<file path="src/rtl/mips_ex_pkg.sv">
// Shared encodings for the MIPS execute stage: ALU control codes, main-control
// ALU op values and R-type funct field values.
// Pure constants and a helper; no logic, no latency, no flow control.
package mips_ex_pkg;

  // Decoded ALU control codes; codes not listed here make the ALU output 0.
  localparam logic [3:0] CTRL_AND  = 4'b0000;
  localparam logic [3:0] CTRL_OR   = 4'b0001;
  localparam logic [3:0] CTRL_ADD  = 4'b0010;
  localparam logic [3:0] CTRL_SLL  = 4'b0011;
  localparam logic [3:0] CTRL_SRL  = 4'b0100;
  localparam logic [3:0] CTRL_SRA  = 4'b0101;
  localparam logic [3:0] CTRL_SUB  = 4'b0110;
  localparam logic [3:0] CTRL_SLT  = 4'b0111;
  localparam logic [3:0] CTRL_XOR  = 4'b1000;
  localparam logic [3:0] CTRL_SLTU = 4'b1001;
  localparam logic [3:0] CTRL_NOR  = 4'b1100;
  localparam logic [3:0] CTRL_LUI  = 4'b1101;

  // ALU op values produced by the main control unit.
  localparam logic [3:0] ALUOP_ADD   = 4'b0000;
  localparam logic [3:0] ALUOP_SUB   = 4'b0001;
  localparam logic [3:0] ALUOP_RTYPE = 4'b0010;
  localparam logic [3:0] ALUOP_AND   = 4'b0011;
  localparam logic [3:0] ALUOP_OR    = 4'b0100;
  localparam logic [3:0] ALUOP_SLT   = 4'b0101;
  localparam logic [3:0] ALUOP_XOR   = 4'b0110;
  localparam logic [3:0] ALUOP_LUI   = 4'b0111;

  // R-type funct field values (instruction[5:0]).
  localparam logic [5:0] F_SLL  = 6'h00;
  localparam logic [5:0] F_SRL  = 6'h02;
  localparam logic [5:0] F_SRA  = 6'h03;
  localparam logic [5:0] F_JR   = 6'h08;
  localparam logic [5:0] F_ADD  = 6'h20;
  localparam logic [5:0] F_ADDU = 6'h21;
  localparam logic [5:0] F_SUB  = 6'h22;
  localparam logic [5:0] F_SUBU = 6'h23;
  localparam logic [5:0] F_AND  = 6'h24;
  localparam logic [5:0] F_OR   = 6'h25;
  localparam logic [5:0] F_XOR  = 6'h26;
  localparam logic [5:0] F_NOR  = 6'h27;
  localparam logic [5:0] F_SLT  = 6'h2A;
  localparam logic [5:0] F_SLTU = 6'h2B;

  // Branch target: word offset scaled to bytes, wrapping modulo 2^32.
  function automatic logic [31:0] branch_addr(input logic [31:0] pc_plus4,
                                              input logic [31:0] imm_ext);
    return pc_plus4 + (imm_ext << 2);
  endfunction

endpackage

</file>
<file path="src/rtl/mips_alu_ctrl.sv">
// ALU control decoder: maps main-control alu_op and R-type funct to alu_ctrl/jr.
// Latency: purely combinational.
// Backpressure: none; evaluates continuously.
// Ports: alu_op[3:0], funct[5:0] in; alu_ctrl[3:0], jr out.
module mips_alu_ctrl
  import mips_ex_pkg::*;
(
  input  logic [3:0] alu_op,
  input  logic [5:0] funct,
  output logic [3:0] alu_ctrl,
  output logic       jr
);

  logic [3:0] rtype_ctrl;

  // R-type funct decode; jr is a pass-through ADD so the ALU forwards rs.
  always_comb begin
    rtype_ctrl = CTRL_ADD;
    case (funct)
      F_ADD, F_ADDU: rtype_ctrl = CTRL_ADD;
      F_SUB, F_SUBU: rtype_ctrl = CTRL_SUB;
      F_AND:         rtype_ctrl = CTRL_AND;
      F_OR:          rtype_ctrl = CTRL_OR;
      F_XOR:         rtype_ctrl = CTRL_XOR;
      F_NOR:         rtype_ctrl = CTRL_NOR;
      F_SLT:         rtype_ctrl = CTRL_SLT;
      F_SLTU:        rtype_ctrl = CTRL_SLTU;
      F_SLL:         rtype_ctrl = CTRL_SLL;
      F_SRL:         rtype_ctrl = CTRL_SRL;
      F_SRA:         rtype_ctrl = CTRL_SRA;
      F_JR:          rtype_ctrl = CTRL_ADD;
      default:       rtype_ctrl = CTRL_ADD;
    endcase
  end

  always_comb begin
    alu_ctrl = CTRL_ADD;
    jr       = 1'b0;
    case (alu_op)
      ALUOP_ADD:   alu_ctrl = CTRL_ADD;
      ALUOP_SUB:   alu_ctrl = CTRL_SUB;
      ALUOP_RTYPE: begin
        alu_ctrl = rtype_ctrl;
        jr       = (funct == F_JR);
      end
      ALUOP_AND:   alu_ctrl = CTRL_AND;
      ALUOP_OR:    alu_ctrl = CTRL_OR;
      ALUOP_SLT:   alu_ctrl = CTRL_SLT;
      ALUOP_XOR:   alu_ctrl = CTRL_XOR;
      ALUOP_LUI:   alu_ctrl = CTRL_LUI;
      default:     alu_ctrl = CTRL_ADD;
    endcase
  end

endmodule

</file>
<file path="src/rtl/mips_ex_unit.sv">
// Execute stage: ALU control decode, 32-bit ALU with shifts, branch-target adder.
// Latency: 1 cycle, all outputs registered; a new result every cycle.
// Backpressure: none; inputs sampled on every rising Clock edge, no stall.
// Ports: Clock, Reset (async active-high); alu_op, funct, shamt, src_a, src_b,
//        imm_ext, pc_plus4 in; alu_result, zero, alu_ctrl, jr, branch_target out.
module mips_ex_unit
  import mips_ex_pkg::*;
(
  input  logic        Clock,
  input  logic        Reset,
  input  logic [3:0]  alu_op,
  input  logic [5:0]  funct,
  input  logic [4:0]  shamt,
  input  logic [31:0] src_a,
  input  logic [31:0] src_b,
  input  logic [31:0] imm_ext,
  input  logic [31:0] pc_plus4,
  output logic [31:0] alu_result,
  output logic        zero,
  output logic [3:0]  alu_ctrl,
  output logic        jr,
  output logic [31:0] branch_target
);

  logic [3:0]  ctrl_d;
  logic        jr_d;
  logic [31:0] result_d;
  logic [31:0] target_d;

  mips_alu_ctrl u_alu_ctrl (
    .alu_op   (alu_op),
    .funct    (funct),
    .alu_ctrl (ctrl_d),
    .jr       (jr_d)
  );

  // Shifts operate on src_b (rt) by shamt; src_a is ignored for them.
  always_comb begin
    result_d = 32'h0;
    case (ctrl_d)
      CTRL_AND:  result_d = src_a & src_b;
      CTRL_OR:   result_d = src_a | src_b;
      CTRL_ADD:  result_d = src_a + src_b;
      CTRL_SUB:  result_d = src_a - src_b;
      CTRL_XOR:  result_d = src_a ^ src_b;
      CTRL_NOR:  result_d = ~(src_a | src_b);
      CTRL_SLT:  result_d = {31'h0, $signed(src_a) < $signed(src_b)};
      CTRL_SLTU: result_d = {31'h0, src_a < src_b};
      CTRL_SLL:  result_d = src_b << shamt;
      CTRL_SRL:  result_d = src_b >> shamt;
      CTRL_SRA:  result_d = $signed(src_b) >>> shamt;
      CTRL_LUI:  result_d = {src_b[15:0], 16'h0};
      default:   result_d = 32'h0;
    endcase
  end

  // Adder runs every cycle; PC-select logic decides whether to use it.
  assign target_d = branch_addr(pc_plus4, imm_ext);

  always_ff @(posedge Clock or posedge Reset) begin
    if (Reset) begin
      alu_result    <= 32'h0;
      zero          <= 1'b0;
      alu_ctrl      <= 4'h0;
      jr            <= 1'b0;
      branch_target <= 32'h0;
    end else begin
      alu_result    <= result_d;
      zero          <= (result_d == 32'h0);
      alu_ctrl      <= ctrl_d;
      jr            <= jr_d;
      branch_target <= target_d;
    end
  end

endmodule

</file>
<file path="config.mk">
export PLATFORM = sky130hd
export DESIGN_NAME = mips_ex_unit
export DESIGN_NICKNAME = d
export VERILOG_FILES = /design/src/rtl/mips_ex_pkg.sv /design/src/rtl/mips_alu_ctrl.sv /design/src/rtl/mips_ex_unit.sv
export SDC_FILE = /design/constraint.sdc
export NUM_CORES = 1
export LEC_CHECK = 0
export ABC_AREA = 1
export CAP_MARGIN = 20
export CORE_UTILIZATION = 58
export DETAILED_ROUTE_END_ITERATION = 8
export PLACE_DENSITY_LB_ADDON = 0.25
export SYNTH_ARGS = -nofsm -noshare
export SYNTH_HDL_FRONTEND = slang
export SYNTH_SLANG_ARGS = --single-unit
</file>
<file path="constraint.sdc">
create_clock -name Clock -period 2.8 [get_ports Clock]
set_input_delay 0.28 -clock Clock [delete_from_list [all_inputs] [get_ports Clock]]
set_output_delay 0.28 -clock Clock [all_outputs]
set_load 0.05 [all_outputs]
</file>
==> flow_metrics.tcl, run 1 <==
set metrics [dict create \
    clockRootBuffer "clkbuf_16" \
    overflow 103 \
    status "aborted with a tool error" \
    ys_seq_area_share_pct 11.7 \
    synthTopCellsByArea "nand2_1 (25%), nand3_1 (17%), dfrtp_1 (12%)" \
    stop_error "[ERROR GRT-0116] Global routing finished with congestion. Check the congestion regions in the DRC Viewer." \
    grt.total_usage_pct 77.0 \
    synth_warnings 0 \
    haltStage "global routing (5_1_grt)" \
    gp_congestion 1.23 \
    grt_pass1_vias 26000 \
    yosysTopAreaCell "nand2_1" \
    synth.cell_area_um2 15000 \
    start_util_pct 59.3 \
    ctsLongestPathBuffers 2 \
    grt_pass1_wl_um 154000 \
    rows 58 \
    port_buffers 212 \
    clkSinkCount 70 \
    yosys_register_bits 70 \
    postSynthAreaPerCell_um2 5.26 \
    io_pins 215 \
    synthCells 2845 \
    dieHeight_um 163 \
    syn_nets 3126 \
    htree_levels 3 \
    cts_buffers 9 \
    fp.dieW_um 163 \
    grt_max_degree 72 \
    synthDistinctLibCells 47 \
    synth_top_area_share_pct 25.2 \
    hpwl_um 62500 \
]
synthesized netlist by cell type (all sizes together):
cell type,instances
inv,384
ha,133
dfrtp,70
a21boi,2
o21bai,10
o2111ai,1
clkinv,2
and2,6
nor3,27
o22ai,12
a21o,2
and3,2
a221oi,1
nor3b,1
xnor2,9
clkbuf,48
or2,1
nand4,24
nand3,519
buf,62
xor2,41
nand2,1014
a21oi,86
o211ai,4
nor2,278
o21ai,86
a31oi,4
nand3b,8
nor4,2
fa,3
a211oi,2
o21a,1
repair_timing:
action	4_1_cts
resized for setup	91
buffers inserted	4
endpoints found under the setup margin	9
pin swaps	11
hold buffers	0
through the flow:
stage | worst slack, ns | setup TNS, ns | instance area, um2 | std cells | hold slack [ns]
detailed placement | -0.643 | -9.62 | 21000 | 3767 | 0.671
global placement | -0.557 | -5.68 | 21000 | 3767 | 0.649
CTS | 0.00106 | 0 | 21600 | 3787 | 0.281
floorplan | 0.338 | 0 | 15000 | 2845 | 0.311
kinds of logic after synthesis:
family	share of synthesized area (%)
and+or+nand+nor	53.2
buffers and inverters	12.9
adders and majority gates	11.5
DFF	11.7
xor gates and xnor gates	2.93
AOI/OAI and AO/OA	7.72
layer usage:
layer	global-route usage, %	GRT overflow
met4	75.5	40
met2	91.6	58
met5	37.1	0
met1	77.0	2
met3	63.9	3
==> run 2, diff against run 1 <==
- CORE_UTILIZATION: 58 -> 40
- PLACE_DENSITY_LB_ADDON: 0.25 -> 0.15
==> flow_metrics.tcl, run 2 <==
set metrics [dict create \
    cts_tree "built" \
    start_util_pct 40.8 \
    postSynthAreaPerCell_um2 5.26 \
    ys_async_sr_fraction_pct 100 \
    syn_to_final_growth_pct 58.0 \
    crit_family "buffers and inverters" \
    hold_violations 0 \
    fin_ws_ns 0.0383 \
    cp_slowest_cell "clkdlybuf4s50_1" \
    post-place-ws_ns -0.916 \
    cp_common_cell "nand2_1" \
    cts_buffers 9 \
    tns_ns 0 \
    syn_nets 3126 \
    vias 22300 \
    ir_drop_uv 309 \
    layout-drive-gt1-share_pct 25.1 \
    critPathArrivalTime_ns 3.08 \
    first_pass_iters 8 \
    slew_violations 0 \
    antenna_found_initial 4 \
    dpl_cell_area_um2 21800 \
    first_iter_violations 2643 \
    synthCells 2845 \
    whs_ns 0.230 \
    clockRootBuffer "clkbuf_16" \
    layout_common_cells "nand2_1 (957), buf_4 (579), nand3_1 (496), inv_1 (355), nor2_1 (202)" \
    grt_pass1_vias 21100 \
    relSlewSlack_pct 60.6 \
    fp.dieW_um 195 \
    overflow 0 \
    final_util_pct 64.5 \
    wl_um 84600 \
    ys_seq_area_share_pct 11.7 \
    wl_per_cell_um 20.9 \
    clkSinkCount 70 \
    clkTransAtPathRegs_ns 0.09 \
    grt_pass1_wl_um 123000 \
    post-route-min-period_ns 2.76 \
    path_max_fanout 5 \
    viasPerCell 5.51 \
    rows 70 \
    worstPathCellList "clkdlybuf4s50_1, inv_1, ha_4, buf_6, o21bai_1, buf_4, a21oi_1, nand2_1, a21oi_4, buf_6, nand3_1, nand3_1, nand2_1, inv_1, nand2_1, nor2_1, nand2_1, nor2_2, nand2_2, nor2_1" \
    synth.cell_area_um2 15000 \
    status "finished clean" \
    yosys_register_bits 70 \
    dieArea_um2 38200 \
    worst_slew_pin_slew_ns 0.590 \
    layout_commonest_cell "nand2_1" \
    gp_congestion 1.10 \
    yosysTopAreaCell "nand2_1" \
    synthTopCellsByArea "nand2_1 (25%), nand3_1 (17%), dfrtp_1 (12%)" \
    worstHoldPathType "in -> async" \
    io_pins 215 \
    synthTopCellsByCount "nand2_1 (1004), nand3_1 (515), inv_1 (375), nor2_1 (270), ha_1 (133)" \
    reg_top3 "alu_result x32, branch_target x32, alu_ctrl x4" \
    synth_top_area_share_pct 25.2 \
    synthDistinctLibCells 47 \
    ctsLongestPathBuffers 2 \
    crit_type "in -> reg" \
    port_buffers 212 \
    synth-edff-count 0 \
    ctsHoldBuffers 0 \
    dieHeight_um 195 \
    grt.total_usage_pct 42.9 \
    finalCritPeriodShare_pct 98.6 \
    grt_max_degree 65 \
    hpwl_um 68800 \
    drc 0 \
    ant_nets 0 \
    end_kind "flip-flop" \
    nNetsFinal 3860 \
    crit_required_ns 3.12 \
    setup-violations-final 0 \
    critical_path.startpoint_type "input pin" \
    synth.most_common_cell "nand2_1" \
    rsz0062_at_grt "true" \
    fmax_ghz 0.362 \
    core_area_um2 36700 \
    crit_buf_inv 6 \
    synth_warnings 0 \
    power_density_nw_per_um2 350 \
    p_leak_nw 13.0 \
    maxCapViolations 0 \
    synth-main-ff-cell "dfrtp_1" \
    max_stage_delay_ns 0.52 \
    final_cell_area_um2 23700 \
    htree_levels 3 \
]
## run 2: cell counts after synthesis
Identical to the previous run, type by type.
## run 2: per-layer routing
metal	vias up	share of wire [%]	global-route usage, %
met1	10100	40	54.9
met2	1440	42	66.2
li1	10500	-	-
met3	297	11	8.20
met4	4	6.9	26.5
met5	-	0.037	0
## run 2: stage by stage
step                      cells  power [W]
final                      4053    0.00827
after global routing       4052    0.00866
after global placement     3995    0.00642
after detailed placement   3995    0.00647
after CTS                  4024    0.00786
after floorplan            2845    0.00392
## run 2: layout make-up
| cell class | count | area [um2] |
|---|---|---|
| Clock inverter | 7 | 71.3 |
| Fill cell | 3563 | 13000 |
| Tap cell | 468 | 586 |
| Sequential cell | 70 | 1750 |
| Antenna cell | 1 | 2.50 |
| Clock buffer | 9 | 225 |
| Timing Repair Buffer | 833 | 7200 |
| Inverter | 386 | 1460 |
| Multi-Input combinational cell | 2279 | 12400 |
## run 2: where the power goes
| part | total [W] | internal [W] | switching [W] | leakage [nW] |
|---|---|---|---|---|
| clock | 0.00126 | 0.000632 | 0.000626 | 0.147 |
| sequential | 0.00126 | 0.00120 | 0.0000604 | 0.849 |
| combinational | 0.00575 | 0.00230 | 0.00345 | 12.0 |
## run 2: final timing paths
kind / from / to / slack, ns / depth (start not counted)
max: src_a[31] / zero$_DFF_PP0_ / 0.04 / 20
min: Reset / alu_result[9]$_DFF_PP0_ / 0.23 / 2
max in group asynchronous: Reset / alu_result[4]$_DFF_PP0_ / 1.89 / 3
min in group Clock: funct[3] / jr$_DFF_PP0_ / 0.36 / 3
## run 2: cell families after synthesis
kind of cell	synth area share, %
flip-flops	11.7
AO/OA/AOI/OAI	7.72
AND/OR/NAND/NOR	53.2
XOR/XNOR	2.93
adder cells (fa/ha/maj)	11.5
buffers and inverters	12.9
## run 2: repair_timing
item	CTS	global route
pin swaps	14	69
endpoints found under the setup margin	10	11
cloned	0	2
gates resized for setup	119	220
buffers inserted	13	26
No activity file was read; power rests on OpenSTA's default activity.
==> variant: new RTL, flow settings as in run 2 <==
Reset style: synchronous (`Reset`), changed in one clocked block. Comments in the files are not updated.
--- a/src/rtl/mips_ex_unit.sv
+++ b/src/rtl/mips_ex_unit.sv
@@ -57,7 +57,7 @@
   // Adder runs every cycle; PC-select logic decides whether to use it.
   assign target_d = branch_addr(pc_plus4, imm_ext);
 
-  always_ff @(posedge Clock or posedge Reset) begin
+  always_ff @(posedge Clock) begin
     if (Reset) begin
       alu_result    <= 32'h0;
       zero          <= 1'b0;
Function: differs if Reset is asserted again (counterexample within 4 cycles, from zero or initial values and one cycle with Reset high); with Reset held inactive, the same outputs for 10 cycles.
==> variant against run 2 <==
The run now ends with setup timing left; synthesized area is 0.52% higher; non-clock buffer count up 9; via count up 5.1%; maximum frequency down 3.0%; power shrank 5.2%; synthesized cell count increased by 4.7%; clock power fell by 9%; sequential cell count unchanged; routed wire length rose by 5.8%; cell area up 2.5%; setup slack worse by 0.084 ns; critical path type unchanged.
==> variant: results (changes against run 2) <==
Logic synthesis
The count of different cell masters after synthesis is 41 (was 47). The synthesized-area fraction occupied by adder cells is 11.5% (about the same). The dominant synthesized flop cell was sky130_fd_sc_hd__dfxtp_1 (was sky130_fd_sc_hd__dfrtp_1).

The sequential cell area fraction in the yosys report is 9.31% (was 11.7%). Top post-synthesis cells by count: sky130_fd_sc_hd__nand2_1, sky130_fd_sc_hd__nand3_1, sky130_fd_sc_hd__inv_1 (unchanged). The synthesized-area fraction occupied by ao, oa, aoi and oai cells is 8.62% (was 7.72%).

The number of warnings printed during yosys synthesis is 0 (unchanged). Main area contributors after synthesis: sky130_fd_sc_hd__nand2_1, sky130_fd_sc_hd__nand3_1, sky130_fd_sc_hd__ha_1 (was sky130_fd_sc_hd__nand2_1, sky130_fd_sc_hd__nand3_1, sky130_fd_sc_hd__dfrtp_1). The parity-gate share of the synthesized area counting xor and xnor cells was 1.28% (was 2.93%). The synthesized netlist net count came to 3260 (was 3126). The fraction of registers with async set/reset is 0% (was 100%).

Cells and area
The final-layout fill cell count came to 3411 (was 3563). The number of nets in the layout is 3995 (was 3860). The proportion of layout cells with a drive suffix above 1 is 27.4% (was 25.1%).

Global route
The total global routing track utilization was 44.3% (was 42.9%). The number of antenna violations at the first check in global routing is 5 (was 4). The maximum number of pins on one net before global-route repair is 61 (was 65).

The via count of the first global-routing pass was 21812 (was 21058). The global-route wire length before repair was 129000 um (was 123000 um).

Routing
The average detailed-routed wire length per instance was 21.4 um (was 20.9 um). The number of DRC markers in iteration 0 was 2952 (was 2643). The total number of vias is 23484 (was 22336).

Place
The post-place setup slack was -1.03 ns (was -0.916 ns). The placed wire-length estimate after detailed placement is 72200 um (was 68800 um). The routability congestion estimate from global placement is 1.11 (was 1.10).

STA
The final count of negative-setup-slack endpoints is 1 (was 0). The setup slack of the critical path after layout is -0.0459 ns (was 0.0383 ns). The headroom to the max-slew limit is 58.9% (was 60.6%).

Setup path
The destination of the critical timing path is zero (unchanged). The arrival time of data at the critical path endpoint was 3.11 ns (was 3.08 ns). The family with the most delay on the worst path is simple AND/OR/NAND/NOR gates (was buffers and inverters). The timing startpoint of the critical path is src_a[19] (was src_a[31]).

The stage delay of the slowest cell on the critical path came to 0.50 ns (was 0.52 ns). The maximum fanout along the worst path came to 8 (was 5).

Status
Outcome: finished, violations left (was finished, final reports clean). The final reports fail on setup timing.

Clocking
The number of resized instances in the post-cts repair step was 225 (was 119). The number of setup buffers added after CTS came to 23 (was 13). The clock transition at the registers of the reported paths is 0.06 ns (was 0.09 ns).

Power and ir drop
The peak supply drop is 0.294 mV (was 0.309 mV). The standby leakage power is 13.3 nW (was 13.0 nW).

Min path
The type of the tightest min-delay check is in2reg (was in2async).
==> variant: changes by cell type after synthesis, sizes merged, moves of 16 or more <==
cell   delta
dfrtp    -70
dfxtp    +70
inv      +61
nor2     +35
nand3    +29
a21oi    +21
xor2     -21
nand4    +18
nor3     -16
==> variant: cell type report <==
cell class	count	area [um^2]	area share, %
diodes	1	2.50	0.0103
clock inverters	5	60.1	0.248
flip-flops and latches	70	1400	5.78
inverters	449	1690	6.97
repair buffers	842	7250	29.9
multi-input cells	2342	13000	53.7
well taps	468	586	2.42
clock buffers	10	239	0.986
==> variant: metal layers <==
metal / vias to the layer above / GRT usage (%) / wire [um]
li1: 10907 / - / -
met1: 10589 / 56.0 / 35300
met2: 1601 / 69.3 / 37600
met3: 379 / 9.35 / 10100
met4: 8 / 26.0 / 6440
met5: - / 0 / 48
==> variant: worst min path at each step <==
stage	to	startpoint	slack (ns)
finish	branch_target[6]	Reset	0.35
CTS	branch_target[6]	Reset	0.35
floorplan	jr	funct[4]	0.36
global route	branch_target[6]	Reset	0.39
detailed placement	branch_target[6]	Reset	0.69
global placement	branch_target[6]	Reset	0.69
==> variant: report_power, final <==
part	switching (mW)	leakage (nW)	internal, mW
sequential	0.0348	0.581	1.11
clock	0.442	0.145	0.710
combinational	3.32	12.5	2.22
==> variant: metrics by stage <==
stage | cells | setup TNS, ns | util, % | power (mW) | instance area (um^2)
3_5_place_dp | 4120 | -17.17 | 59.4 | 5.92 | 21900
6_report | 4187 | -0.0459 | 65.9 | 7.84 | 24200
5_1_grt | 4187 | -0.307 | 65.9 | 8.17 | 24200
2_1_floorplan | 2979 | 0 | - | 3.53 | 15000
3_3_place_gp | 4120 | -16.04 | 59.4 | 5.87 | 21900
4_1_cts | 4160 | -0.00446 | 62.9 | 7.37 | 23100
